==> config.mk <==
export PLATFORM = sky130hd
export DESIGN_NAME = fp_to_int
export DESIGN_NICKNAME = d
export VERILOG_FILES = /design/src/rtl/fp_to_int.sv
export SDC_FILE = /design/constraint.sdc
export NUM_CORES = 1
export LEC_CHECK = 0
export BUFFER_PORTS_ARGS = -buffer_cell sky130_fd_sc_hd__buf_2
export CELL_PAD_IN_SITES_DETAIL_PLACEMENT = 1
export CELL_PAD_IN_SITES_GLOBAL_PLACEMENT = 1
export CORE_AREA = 10 10 145 147
export CTS_CLUSTER_DIAMETER = 60
export CTS_CLUSTER_SIZE = 16
export DETAILED_ROUTE_END_ITERATION = 6
export DIE_AREA = 0 0 155 157
export PLACE_DENSITY_LB_ADDON = 0.1
export SLEW_MARGIN = 5
export SYNTH_ARGS = -nofsm -noshare
export SYNTH_HDL_FRONTEND = slang
export SYNTH_SLANG_ARGS = --single-unit
==> constraint.sdc <==
create_clock -name clk -period 2.45 [get_ports clk]
set_clock_uncertainty 0.2 [all_clocks]
set_input_delay 0 -clock clk [delete_from_list [all_inputs] [get_ports clk]]
set_output_delay 0 -clock clk [all_outputs]
set_load 0.03 [all_outputs]
==> src/rtl/fp_to_int.sv <==
// Multi-cycle IEEE-754 single to int32 converter, truncating toward zero.
// Define FP2I_SATURATE_EN to saturate overflow by sign instead of always returning 0x80000000.
module fp_to_int (
    input  logic        clk,
    input  logic        rst,
    input  logic        in_valid,
    output logic        in_ready,
    input  logic [31:0] in_fp,
    output logic        out_valid,
    input  logic        out_ready,
    output logic [31:0] out_int,
    output logic        out_ovf,
    output logic        out_inexact
);

    localparam logic [1:0] IDLE  = 2'd0;
    localparam logic [1:0] SHIFT = 2'd1;
    localparam logic [1:0] SIGN  = 2'd2;
    localparam logic [1:0] DONE  = 2'd3;

    logic [1:0]  r_state;
    logic [31:0] r_mag;
    logic [4:0]  r_cnt;
    logic        r_left;
    logic        r_sticky;
    logic        r_ovf;
    logic        r_sign;
    logic [31:0] r_out_int;
    logic        r_out_ovf;
    logic        r_out_inexact;

    logic [7:0]  w_exp;
    logic [22:0] w_frac;
    logic [23:0] w_mant;
    logic [31:0] w_mag_init;
    logic [4:0]  w_cnt_init;
    logic        w_left_init;
    logic        w_sticky_init;
    logic        w_ovf_init;
    logic        w_sign_init;

    assign w_exp  = in_fp[30:23];
    assign w_frac = in_fp[22:0];
    assign w_mant = (w_exp != 8'd0) ? {1'b1, w_frac} : 24'd0;

    // Classify the operand at accept time; SHIFT then only runs the chosen shift.
    always_comb begin
        w_mag_init    = 32'd0;
        w_cnt_init    = 5'd0;
        w_left_init   = 1'b0;
        w_sticky_init = 1'b0;
        w_ovf_init    = 1'b0;
        w_sign_init   = in_fp[31];
        if (w_exp == 8'd0) begin
            w_sticky_init = 1'b0;
        end else if (w_exp < 8'd127) begin
            w_sticky_init = 1'b1;
        end else if (w_exp <= 8'd149) begin
            w_mag_init = {8'd0, w_mant};
            w_cnt_init = 5'(8'd150 - w_exp);
        end else if (w_exp <= 8'd157) begin
            w_mag_init  = {8'd0, w_mant};
            w_cnt_init  = 5'(w_exp - 8'd150);
            w_left_init = 1'b1;
        end else if (in_fp[31] && (w_exp == 8'd158) && (w_frac == 23'd0)) begin
            w_mag_init = 32'h8000_0000;
        end else begin
            w_ovf_init  = 1'b1;
            // NaN saturates positive regardless of its sign bit
            w_sign_init = in_fp[31] & ~((w_exp == 8'hFF) && (w_frac != 23'd0));
        end
    end

    logic [2:0]  w_step;
    logic [31:0] w_mask;
    logic [31:0] w_shr;
    logic        w_lost;
    logic [4:0]  w_cnt_next;
    logic [31:0] w_result;
    logic [31:0] w_ovf_val;

    assign w_step     = (r_cnt > 5'd4) ? 3'd4 : r_cnt[2:0];
    assign w_mask     = (32'd1 << w_step) - 32'd1;
    assign w_shr      = r_mag >> w_step;
    assign w_lost     = |(r_mag & w_mask);
    assign w_cnt_next = r_cnt - {2'b00, w_step};
    assign w_result   = r_sign ? (32'd0 - r_mag) : r_mag;

`ifdef FP2I_SATURATE_EN
    assign w_ovf_val = r_sign ? 32'h8000_0000 : 32'h7FFF_FFFF;
`else
    assign w_ovf_val = 32'h8000_0000;
`endif

    always_ff @(posedge clk) begin
        if (rst) begin
            r_state       <= IDLE;
            r_mag         <= 32'd0;
            r_cnt         <= 5'd0;
            r_left        <= 1'b0;
            r_sticky      <= 1'b0;
            r_ovf         <= 1'b0;
            r_sign        <= 1'b0;
            r_out_int     <= 32'd0;
            r_out_ovf     <= 1'b0;
            r_out_inexact <= 1'b0;
        end else begin
            case (r_state)
                IDLE: begin
                    if (in_valid) begin
                        r_mag    <= w_mag_init;
                        r_cnt    <= w_cnt_init;
                        r_left   <= w_left_init;
                        r_sticky <= w_sticky_init;
                        r_ovf    <= w_ovf_init;
                        r_sign   <= w_sign_init;
                        r_state  <= SHIFT;
                    end
                end
                SHIFT: begin
                    if (r_left) begin
                        r_mag   <= r_mag << r_cnt;
                        r_state <= SIGN;
                    end else begin
                        // At most four bits per cycle; dropped bits feed the sticky flag
                        r_mag    <= w_shr;
                        r_sticky <= r_sticky | w_lost;
                        r_cnt    <= w_cnt_next;
                        if (w_cnt_next == 5'd0) begin
                            r_state <= SIGN;
                        end
                    end
                end
                SIGN: begin
                    r_out_int     <= r_ovf ? w_ovf_val : w_result;
                    r_out_ovf     <= r_ovf;
                    r_out_inexact <= r_sticky;
                    r_state       <= DONE;
                end
                DONE: begin
                    if (out_ready) begin
                        r_state <= IDLE;
                    end
                end
                default: r_state <= IDLE;
            endcase
        end
    end

    assign in_ready    = (r_state == IDLE);
    assign out_valid   = (r_state == DONE);
    assign out_int     = r_out_int;
    assign out_ovf     = r_out_ovf;
    assign out_inexact = r_out_inexact;

endmodule

==> summary.md <==
| Metric | Value |
|---|---|
| Cell Area, Synth | `0.00726 mm2` |
| CTS Buffer Depth | `2` |
| Adder-cell share of the synthesized area | `0.0241` |
| Post-synth EDFFs | `0` |
| First-pass GRT wire length | `52,300 um` |
| Initial Util | `0.396` |
| Synth Register Bits | `77` |
| Final Power | `0.0138 W` |
| Failing checks | `hold timing` |
| Post-synth top cells | `84 x nand2_1, 81 x mux2i_1, 77 x dfxtp_1, 76 x nor2_1, 60 x o21ai_0` |
| Min Hold Slack | `-0.000439 ns` |
| H-tree levels | `3` |
| FMAX | `414 MHz` |
| Grt ovf | `0` |
| Setup ws final | `about 0.036 ns` |
| DR vias | `8,548` |
| Run status | `finished, violations left` |
| Clock latency at the later pin of the worst-skew pair | `0.37 ns` |
| NumNets Final | `1,147` |
| Multiplexer share of the synthesized area | `0.201` |
| Slew @ Worst Pin | `0.642 ns` |
| Synth area leader | `dfxtp_1` |
| Final Util | `0.529` |
| Clock Pin Slew Worst Setup and Hold Paths | `0.06 ns` |
| Area of the core | `around 0.018 mm2` |
| Die width | `155 um` |
| Fin cells | `1,336` |
| Relative slew slack | `0.572` |
| P_leak | `3.75 nW` |
| Yosys cell types | `76` |
| Placed Instances | `between 1,000 and 1,500` |
| Number of global-route vias before repair | `slightly below 9,000` |
| DP Worst Slack | `-0.256 ns` |
| Worst Path Required | `2.54 ns` |
| Synth Area in Compound Gates | `0.248` |
| Die height | `between 150 and 200 um` |
| GRT Overall Usage | `0.275` |
| First-pass DRT Iterations | `6` |
| Simple-gate share of the synthesized area | `0.203` |
| Main synth FF type | `dfxtp_1` |
| Crit path kind | `input port to register` |
| Port Buffers | `71` |
| RSZ-0062 raised after global routing | `yes` |
| CTS tree | `built` |
| Synth area leaders | `dfxtp_1 21%, mux2i_1 11%, nand2_1 4.3%` |
| Area Overhead vs Synth | `33.5%` |
| Cells after Synth | `920` |
| Worst VDD drop | `0.795 mV` |
| Final worst-path cycle share | `0.985` |
| Avg Inst Size Synth | `around 8 um2` |
| Root buffer cell | `clkbuf_16` |
| Yosys top cell area share | `0.212` |
| Antenna Nets Post-Route | `0` |
| WP data arrival | `about 2.5 ns` |
| Crit path max fanout | `2` |
| # rows | `50` |
| Initial antenna violation count | `1` |
| Worst Setup Start Kind | `input port` |
| Final max-slew violation count | `0` |
| Final Wtd Congestion | `0.993` |
| Routed WL | `~35,000 um` |
| Max-cap violation count | `0` |
| Post-route minimum period | `2.41 ns` |
| Num CTS Buffers | `9` |
| I/O pin cnt | `just over 70` |
| Sequential fraction of the synthesis area | `0.212` |
| HPWL Detailed | `26,000 um` |
| Post-synthesis xor/xnor area fraction | `0.0386` |
| Hold Crit Class | `input port to register` |
| Layout cell share with drive strength beyond 1 | `0.318` |
| Reg2Reg Depth | `8` |
| Die area | `0.0243 mm2` |
| DR iter-0 viols | `734` |
| Clock Sinks | `77` |
| Worst hold path depth | `3` |
| Final Hold Vio Count | `1` |
| Main combinational cell family by area after synthesis | `compound AO/OA/AOI/OAI gates` |
| Largest net degree at the start of global routing | `36` |
| Routed len/inst | `about 26 um` |
| Vias per cell | `6.40` |
| Asr flop ratio synth | `0` |
| Setup violators final | `0` |
| Most common cell in the synthesized netlist | `nand2_1` |
| Diodes inserted | `0` |
| Synth Warn # | `0` |
| DRC violations left | `0` |
| Power density cells | `1430 mW/mm2` |
| Crit. End Element | `register` |
-- critical path, stage by stage --
cell           delay (ns)
dlygate4sd3_1        0.53
buf_2                0.15
nor4_2               0.43
nand2_1              0.26
nor2_1               0.16
o31a_1               0.15
nand3_1              0.08
dlygate4sd3_1        0.59
a21oi_1              0.14
-- placed cells by master (no fill, tap or decap), types with 22 or more instances in the layout --
| cell type | count |
|---|---|
| a211oi_1 | 22 |
| a21oi_1 | 55 |
| buf_2 | 71 |
| buf_4 | 145 |
| dfxtp_1 | 72 |
| dlygate4sd3_1 | 32 |
| mux2_2 | 26 |
| mux2i_1 | 74 |
| nand2_1 | 84 |
| nor2_1 | 74 |
| nor3_1 | 23 |
| o21ai_0 | 53 |
| xor2_1 | 26 |
-- cell families after synthesis --
group | after synthesis
buffers and inverters | 113
DFF | 77
muxes | 122
and+or+nand+nor | 294
xor gates and xnor gates | 32
other | 2
adders and majority gates | 14
AOI/OAI and AO/OA | 266
-- registers in the layout, summed over array words and instances (netlist names) --
register,cells
r_sticky,1
r_cnt,5
out_int,32
r_sign,1
out_inexact,1
r_mag,32
r_left,1
out_ovf,1
r_ovf,1
r_state,2
-- routing by layer --
metal  global-route usage  wire length [um]
met1                0.338             14500
met2                0.462             17000
met3               0.0549              2340
met4                0.108              1260
met5                    0                54
-- final cells by class --
type | instances | area (um2)
clock buffer | 10 | 229
clock inverter | 6 | 47.5
fill | 2215 | 8630
inverter | 13 | 48.8
multi-input combinational | 732 | 5470
sequential | 77 | 1550
tap | 234 | 293
timing repair buffer | 264 | 2060
-- metrics by stage --
| step | TNS, ns | instance area, um2 |
|---|---|---|
| finish | 0 | 9700 |
| global route | -0.242 | 9700 |
| CTS | 0 | 9440 |
| detailed placement | -2.01 | 8710 |
| global placement | -1.44 | 8710 |
| floorplan | 0 | 7300 |
-- path summary, 6_finish.rpt --
check	from	slack, ns	to
setup / recovery	in_fp[17]	0.04	r_sign
hold / removal	in_fp[22]	-0.0004	r_mag[22]
setup reg to reg	r_cnt[2]	0.04	r_mag[20]
hold reg to reg	out_int[27]	0.24	out_int[27]
-- what timing repair did --
item | in CTS | in global routing
setup endpoints to repair | 21 | 33
endpoints found under the hold margin | 28 | 0
hold buffers | 32 | 0
gates resized for setup | 14 | 47
pin swaps | 3 | 14
cloned | 0 | 2
setup buffers | 7 | 5
-- report_power, final --
group          total [W]  leakage (nW)  switching [W]  internal (W)
Combinational     0.0104          2.99        0.00611       0.00434
Clock            0.00133         0.133       0.000636      0.000697
Sequential       0.00205         0.630       0.000435       0.00162
Total             0.0138          3.75        0.00718       0.00665
(Power assumes the default switching activity.)
